`src/rtl/capture_readout_if.sv`:
```
// Capture-buffer read port and host sample stream of the capture readout block.
interface capture_readout_if #(
  parameter int SAMPLE_WIDTH = 8,
  parameter int ADDR_WIDTH   = 10
);
  logic                    rd_en;
  logic [ADDR_WIDTH-1:0]   rd_addr;
  logic [SAMPLE_WIDTH-1:0] rd_data;
  logic [SAMPLE_WIDTH-1:0] o_data;
  logic                    o_valid;
  logic                    i_ready;
  logic                    o_last;

  modport master (
    output rd_en, rd_addr, o_data, o_valid, o_last,
    input  rd_data, i_ready
  );

  modport slave (
    input  rd_en, rd_addr, o_data, o_valid, o_last,
    output rd_data, i_ready
  );
endinterface

```
`src/rtl/capture_readout.sv`:
```
// Dumps the circular capture buffer to the host oldest-first once the scope stops,
// then waits for a host rearm and issues a one-cycle scope restart strobe.
//
// state   | meaning
// IDLE    | waiting for a rising edge of stopped
// READ    | read enable asserted at ptr
// CAPTURE | buffer data returns, loaded into the output register
// SEND    | sample presented to host, waiting for ready
// DONE    | all entries sent, waiting for rearm
module capture_readout #(
  parameter int SAMPLE_WIDTH = 8,
  parameter int ADDR_WIDTH   = 10
) (
  input  logic                  clk,
  input  logic                  reset,
  input  logic                  stopped,
  input  logic [ADDR_WIDTH-1:0] i_wr_ptr,
  capture_readout_if.master     bus,
  output logic                  busy,
  output logic                  done,
  input  logic                  i_rearm,
  output logic                  o_rearm
);

  localparam logic [ADDR_WIDTH-1:0] LAST_COUNT = '1;

  typedef enum logic [2:0] {IDLE, READ, CAPTURE, SEND, DONE} state_t;

  state_t                  state, state_nxt;
  logic [ADDR_WIDTH-1:0]   ptr;
  logic [ADDR_WIDTH-1:0]   count;
  logic                    stopped_d;
  logic [SAMPLE_WIDTH-1:0] data_q;
  logic                    valid_q;
  logic                    last_q;
  logic                    stop_rise;
  logic                    handshake;
  logic                    at_last;

  assign stop_rise = stopped && !stopped_d;
  assign handshake = valid_q && bus.i_ready;
  assign at_last   = (count == LAST_COUNT);

  always_ff @(posedge clk) begin
    if (reset) state <= IDLE;
    else       state <= state_nxt;
  end

  always_comb begin
    state_nxt = state;
    case (state)
      IDLE:    if (stop_rise) state_nxt = READ;
      READ:    state_nxt = stopped ? CAPTURE : IDLE;
      CAPTURE: state_nxt = stopped ? SEND : IDLE;
      SEND: begin
        if (!stopped)      state_nxt = IDLE;
        else if (handshake) state_nxt = at_last ? DONE : READ;
      end
      DONE:    if (i_rearm) state_nxt = IDLE;
      default: state_nxt = IDLE;
    endcase
  end

  always_comb begin
    bus.rd_en   = (state == READ);
    bus.rd_addr = ptr;
    busy        = (state == READ) || (state == CAPTURE) || (state == SEND);
    done        = (state == DONE);
  end

  // Abort (stopped dropping mid-dump) takes priority over a coincident handshake.
  always_ff @(posedge clk) begin
    if (reset) begin
      ptr       <= '0;
      count     <= '0;
      stopped_d <= 1'b0;
      data_q    <= '0;
      valid_q   <= 1'b0;
      last_q    <= 1'b0;
      o_rearm   <= 1'b0;
    end else begin
      stopped_d <= stopped;
      o_rearm   <= 1'b0;
      case (state)
        IDLE: begin
          if (stop_rise) begin
            ptr   <= i_wr_ptr;
            count <= '0;
          end
        end
        CAPTURE: begin
          if (stopped) begin
            data_q  <= bus.rd_data;
            valid_q <= 1'b1;
            last_q  <= at_last;
          end
        end
        SEND: begin
          if (!stopped || handshake) begin
            valid_q <= 1'b0;
            last_q  <= 1'b0;
          end
          if (stopped && handshake && !at_last) begin
            ptr   <= ptr + 1'b1;
            count <= count + 1'b1;
          end
        end
        DONE: begin
          if (i_rearm) o_rearm <= 1'b1;
        end
        default: ;
      endcase
    end
  end

  assign bus.o_data  = data_q;
  assign bus.o_valid = valid_q;
  assign bus.o_last  = last_q;

endmodule

```
`src/flat_wrapper.sv`:
```
// flat-port wrapper written by rule: the top's interface ports become plain ports
module capture_readout_flat 
#(
  parameter int SAMPLE_WIDTH = 8,
  parameter int ADDR_WIDTH   = 10
)
  (clk, reset, stopped, i_wr_ptr, busy, done, i_rearm, o_rearm, bus_rd_en, bus_rd_addr, bus_o_data, bus_o_valid, bus_o_last, bus_rd_data, bus_i_ready);
  capture_readout_if #(.SAMPLE_WIDTH(SAMPLE_WIDTH), .ADDR_WIDTH(ADDR_WIDTH)) bus_i ();
  input  logic clk;
  input  logic reset;
  input  logic stopped;
  input  logic [ADDR_WIDTH-1:0] i_wr_ptr;
  output logic busy;
  output logic done;
  input  logic i_rearm;
  output logic o_rearm;
  output wire logic [$bits(bus_i.rd_en)-1:0] bus_rd_en;
  output wire logic [$bits(bus_i.rd_addr)-1:0] bus_rd_addr;
  output wire logic [$bits(bus_i.o_data)-1:0] bus_o_data;
  output wire logic [$bits(bus_i.o_valid)-1:0] bus_o_valid;
  output wire logic [$bits(bus_i.o_last)-1:0] bus_o_last;
  input wire logic [$bits(bus_i.rd_data)-1:0] bus_rd_data;
  input wire logic [$bits(bus_i.i_ready)-1:0] bus_i_ready;
  assign bus_rd_en = bus_i.rd_en;
  assign bus_rd_addr = bus_i.rd_addr;
  assign bus_o_data = bus_i.o_data;
  assign bus_o_valid = bus_i.o_valid;
  assign bus_o_last = bus_i.o_last;
  assign bus_i.rd_data = bus_rd_data;
  assign bus_i.i_ready = bus_i_ready;
  capture_readout #(.SAMPLE_WIDTH(SAMPLE_WIDTH), .ADDR_WIDTH(ADDR_WIDTH)) u_core (.clk(clk), .reset(reset), .stopped(stopped), .i_wr_ptr(i_wr_ptr), .bus(bus_i), .busy(busy), .done(done), .i_rearm(i_rearm), .o_rearm(o_rearm));
endmodule
```
`config.mk`:
```
export PLATFORM = sky130hd
export DESIGN_NAME = capture_readout_flat
export DESIGN_NICKNAME = d
export VERILOG_FILES = /design/src/rtl/capture_readout_if.sv /design/src/rtl/capture_readout.sv /design/src/flat_wrapper.sv
export SDC_FILE = /design/constraint.sdc
export NUM_CORES = 1
export LEC_CHECK = 0
export BUFFER_PORTS_ARGS = -buffer_cell sky130_fd_sc_hd__buf_2
export CAP_MARGIN = 20
export CORE_MARGIN = 2
export CORE_UTILIZATION = 45
export CTS_BUF_LIST = sky130_fd_sc_hd__clkbuf_8
export DETAILED_ROUTE_END_ITERATION = 7
export GPL_TIMING_DRIVEN = 0
export HOLD_SLACK_MARGIN = 0.15
export PLACE_DENSITY = 0.73
export RECOVER_POWER = 25
export SLEW_MARGIN = 20
export SYNTH_ARGS = -nofsm -noshare
export SYNTH_HDL_FRONTEND = slang
export SYNTH_SLANG_ARGS = --single-unit
```
`constraint.sdc`:
```
create_clock -name clk -period 2.2 [get_ports clk]
set_clock_uncertainty 0.15 [all_clocks]
set_input_delay 0.22 -clock clk [delete_from_list [all_inputs] [get_ports clk]]
set_output_delay 0.22 -clock clk [all_outputs]
set_load 0.1 [all_outputs]
```
==> metrics, run 1 <==
core area 3740 µm²; Max-Cap Viols 0; reg-to-reg startpoint u_core.state[0]; Iter 0 DRT Violations 86; number of global-route vias before repair 1664; Synth Register Bits 35; Pint 1.04 mW; slew margin rel. 22.1%; row cnt 22; Sw Ratio 32.4%; n_diodes 0; vias per cell 5.26; top-area cell type share of the netlist area 39.0%; Psw 0.498 mW; combinational group share of total power 21.5%; Synth cell types 49; FFs w/ async S/R, synth 0%; CP Launch Type flop; clk root buf clkbuf_8; Final #Nets 327; synthesized area 1800 µm²; TritonCTS sink count 35; area of the multi-input gates 1040 µm²; IO Pins 47; most frequent cell after synthesis nand2_1; Hold Path Class in2reg; RSZ-0062 raised after global routing false; total CTS buffers 5; chip width 67.2 µm; Max Slew Vio Count 0; TritonCTS clock tree built; largest net degree at the start of global routing 12; post-route clock period utilization 93.5%; power share of the sequential group 44.4%; wirelength, routed 4.60 mm; syn_nets 254; drt drc 0; initial core utilization 48.0%; Final Hold Vio Count 0; PwrDens 641 nW/µm²; layout cell share with drive strength beyond 1 23.1%; Post-Syn Area per Cell 7.85 µm²; first-pass GRT wire length 7.45 mm; Post-synth EDFFs 0; Cell Area, Placed 2100 µm²; DRT Pass-1 Iters 4; # setup viols final 0; Arr. time, crit path 1.69 ns; # port buffers 46; Total Routing Usage GR 21.8%; Max Buffers Root-to-Sink 2; htree depth 2; endpoint class of the critical path primary output; Worst Tran Pin Value 1.17 ns; fmax 486 MHz; routability cong. 0.804; CP required 1.83 ns; Core Util, Final 64.1%; minimum clock period 2.06 ns; crit-path max FO 10; die area 4510 µm²; via count 1848; # fillers 354; Mapped Cells 229; critical path class reg2out; hold_sp i_wr_ptr[7]; cell taking the most area after synthesis dfxtp_1; largest cells by area after synthesis dfxtp_1, nand2_1, a21oi_1, nor2_1, o21ai_0; sequential cell area 707 µm²; setup TNS after final layout 0 ns; HPWL after DPL 3.16 mm; Design Area, Final 2400 µm²; clock group share of total power 34.1%; status finished, final reports clean; initial antenna violation count 0; top post-synthesis cells by count nand2_1, dfxtp_1, a21oi_1, nor2_1, o21ai_0; WHS 0.177 ns; sequential share of the synthesized area 39.0%; area grow syn2layout 33.6%; clock network latency to the later pin of the worst-skew pair 0.29 ns; yosys warns 0; total grt overflow 0; maximum VDD drop 0.000367 V; Worst Setup SP u_core.state[0]; wire length per cell 13.1 µm; Pleak 0.948 nW; Final ANT Viol Nets 0; Clk pin slew, worst setup/hold paths 0.07 ns; Primary FF master, synth dfxtp_1; Die Span Y 67.2 µm; Post-CTS Setup Repair Bufs 0
==> final timing paths <==
kind                      endpoint  slack (ns)  depth (start not counted)
max                           done        0.14                          5
min          u_core.bus.rd_addr[7]        0.18                          4
max reg2reg  u_core.bus.rd_addr[3]        0.19                          6
min reg2reg   u_core.bus.o_data[2]        0.31                          2
==> cell usage in the layout, fill, tap and decap left out, types with 4 or more instances in the layout <==
master / netlist / routed
buf_2: 1 / 37
inv_1: 4 / 4
nand3_1: 9 / 9
clkbuf_8: 0 / 7
nor2_1: 25 / 24
a21oi_1: 25 / 25
nand2_1: 47 / 47
dlygate4sd3_1: 0 / 20
nor3_1: 5 / 5
clkbuf_1: 6 / 16
o21ai_0: 11 / 11
dfxtp_2: 0 / 5
dfxtp_1: 35 / 30
==> flip-flops by register name (all words and copies together) (netlist names) <==
| register | cells |
|---|---|
| u_core.bus.o_data | 8 |
| u_core.bus.o_last | 1 |
| u_core.bus.o_valid | 1 |
| u_core.bus.rd_addr | 10 |
| u_core.count | 10 |
| u_core.o_rearm | 1 |
| u_core.state | 3 |
| u_core.stopped_d | 1 |
==> final cells by class <==
class | count | share of cell area [%]
tap | 48 | 2.50
clock buffer | 7 | 4.01
inverter | 4 | 0.626
buffer | 11 | 2.45
timing repair buffer | 66 | 17.4
clock inverter | 1 | 0.313
multi-input combinational | 179 | 43.2
sequential | 35 | 29.5
==> cells by family (layout without fill, tap and decap cells) <==
group | Yosys count | count (layout) | synth area share [%]
buffers and inverters | 15 | 89 | 4.11
AOI/OAI and AO/OA | 56 | 56 | 20.5
muxes | 1 | 1 | 0.557
and+or+nand+nor | 117 | 117 | 33.0
xor gates and xnor gates | 3 | 3 | 1.46
adders and majority gates | 2 | 2 | 1.39
DFF | 35 | 35 | 39.0
==> worst max-delay path, stage by stage (launching register included) <==
cell	delay (ns)
dfxtp_1	0.36
buf_2	0.20
nor2_1	0.23
nand2_1	0.12
inv_1	0.07
buf_2	0.41
==> routing by layer <==
| layer | track usage, % | share of wire (%) |
|---|---|---|
| met5 | 0 | 0 |
| met4 | 8.67 | 1.9 |
| met3 | 5.50 | 4.2 |
| met2 | 36.6 | 47 |
| met1 | 26.6 | 47 |
==> stage by stage <==
stage	total power [mW]	std cells	worst slack, ns
finish	1.54	351	0.142
global route	1.60	351	0.0190
CTS	1.55	351	0.136
detailed placement	0.999	323	0.206
global placement	0.997	323	0.165
floorplan	0.933	229	0.00318
==> power groups by stage <==
stage	sequential, mW	clock (mW)	combinational [mW]
final	0.683	0.524	0.331
after global routing	0.686	0.566	0.353
after CTS	0.683	0.535	0.329
after detailed placement	0.697	0	0.302
after global placement	0.697	0	0.301
after floorplan	0.813	0	0.120
==> repair_timing <==
action	in CTS	in global routing
hold buffers	20	0
setup endpoints to repair	0	1
gates resized for setup	0	1
endpoints found under the hold margin	22	0
No activity file was read; power rests on OpenSTA's default activity.
==> inputs of run 2 (changes only) <==
Settings changed: PLACE_DENSITY 0.73 to not set, PLACE_DENSITY_LB_ADDON set to 0.15.
==> metrics, run 2 (synthesis results as in run 1) <==
status finished, final reports clean; total grt overflow 0 (unchanged); via count 1843 (-0.27%); layout cell share with drive strength beyond 1 23.2% (+0.076 points); htree depth 2 (unchanged); Design Area, Final 2400 µm² (+0.16%); largest net degree at the start of global routing 12 (unchanged); total CTS buffers 5 (unchanged); Final Power 1.62 mW (+5.1%); n_diodes 0 (unchanged); Worst Setup SP u_core.state[0]; WHS Endpoint u_core.bus.rd_addr[4]; flop-to-flop setup slack 0.24 ns (+0.05 ns); chip width 67.2 µm (unchanged); # setup viols final 0 (unchanged); first-pass GRT wire length 7.64 mm (+2.6%); Max Slew Vio Count 0 (unchanged); TritonCTS clock tree built; Final ANT Viol Nets 0 (unchanged); vias per cell 5.27 (about the same); setup TNS after final layout 0 ns (unchanged); maximum VDD drop 0.000529 V (+44%); Worst R2R Path Depth 5 (-1); Final Hold Vio Count 0 (unchanged); WHS 0.168 ns (-0.00885 ns); hold_sp i_wr_ptr[4]; Clk pin slew, worst setup/hold paths 0.07 ns (about the same); initial core utilization 48.0% (unchanged); Arr. time, crit path 1.72 ns (+0.03 ns); DRT Pass-1 Iters 4 (unchanged); number of global-route vias before repair 1642 (-1.3%); wirelength, routed 4.66 mm (+1.2%); core area 3740 µm² (unchanged); CP required 1.83 ns (about the same); reg-to-reg startpoint u_core.state[0]; post-route clock period utilization 94.8% (+1.3 points); clk root buf clkbuf_8; Cell Area, Placed 2100 µm² (unchanged); endpoint class of the critical path primary output; most frequent cells in the layout nand2_1, buf_2, dfxtp_1; PwrDens 672 nW/µm² (+4.9%); Max-Cap Viols 0 (unchanged); Total Routing Usage GR 22.4% (+0.59 points); Worst Tran Pin Value 1.19 ns (+0.0155 ns); CP Launch Type flop; HPWL after DPL 3.12 mm (-1.2%); RSZ-0062 raised after global routing false; fmax 480 MHz (-1.3%); IO Pins 47 (unchanged); routability cong. 0.794 (-1.3%); Hold Path Class in2reg; Pleak 0.954 nW (+0.69%); Core Util, Final 64.2% (+0.10 points); Post-CTS Setup Repair Bufs 0 (unchanged); clock network latency to the later pin of the worst-skew pair 0.29 ns (about the same); TritonCTS sink count 35 (unchanged); wire length per cell 13.3 µm (+1.4%); row cnt 22 (unchanged); area grow syn2layout 33.8%; Iter 0 DRT Violations 108 (+26%); minimum clock period 2.09 ns (+0.0278 ns); Max Buffers Root-to-Sink 2 (unchanged); initial antenna violation count 0 (unchanged); commonest non-fill, non-tap cell in the layout nand2_1; crit-path max FO 10 (unchanged); # port buffers 46 (unchanged); WHS Path Cells 5 (+1); critical path class reg2out; R2R Path End u_core.bus.rd_addr[5]; Final #Nets 326 (-0.31%); die area 4510 µm² (unchanged); drt drc 0 (unchanged); Die Span Y 67.2 µm (unchanged); slew margin rel. 21.1% (-1.0 points)
==> run 2: per-layer routing <==
metal  routed length, µm  global-route usage (%)
met5                   0                       0
met4                  57                    7.65
met3                 186                    4.00
met2                2230                    37.4
met1                2180                    29.1
==> run 2: worst max-delay path by stage <==
stage	end	slack, ns
CTS	done	0.12
finish	done	0.11
global placement	u_core.bus.rd_addr[3]	0.21
global route	done	0.004
floorplan	u_core.bus.rd_addr[8]	0.003
detailed placement	u_core.bus.rd_addr[3]	0.19
==> run 2: where the power goes <==
| part | total (mW) | switching, mW | internal (mW) | leakage (nW) |
|---|---|---|---|---|
| combinational | 0.331 | 0.234 | 0.0975 | 0.607 |
| sequential | 0.683 | 0.0266 | 0.657 | 0.286 |
| clock | 0.601 | 0.235 | 0.367 | 0.0612 |
| total | 1.62 | 0.495 | 1.12 | 0.954 |
==> run 2: layout make-up <==
type                            count  area (µm²)
Fill cell                         346        1340
Timing Repair Buffer               65         408
Clock buffer                        6        82.6
Sequential cell                    35         707
Tap cell                           48        60.1
Buffer                             11        58.8
Multi-Input combinational cell    179        1040
Clock inverter                      2        35.0
Inverter                            4        15.0
==> run 2: metrics by stage <==
stage                     setup slack (ns)  cells
after floorplan                    0.00318    229
after global placement               0.214    323
after detailed placement             0.188    323
after CTS                            0.125    350
after global routing               0.00393    350
final                                0.115    350
==> run 2: critical path, cell delays in order (launching register included) <==
cell     delay, ns
dfxtp_1       0.36
buf_2         0.19
nor2_1        0.24
nand2_1       0.15
inv_1         0.08
buf_2         0.42
==> run 2: what timing repair did <==
item / CTS / global route
hold buffers: 19 / 0
endpoints found under the setup margin: 0 / 6
endpoints found under the hold margin: 20 / 0
resized for setup: 0 / 1
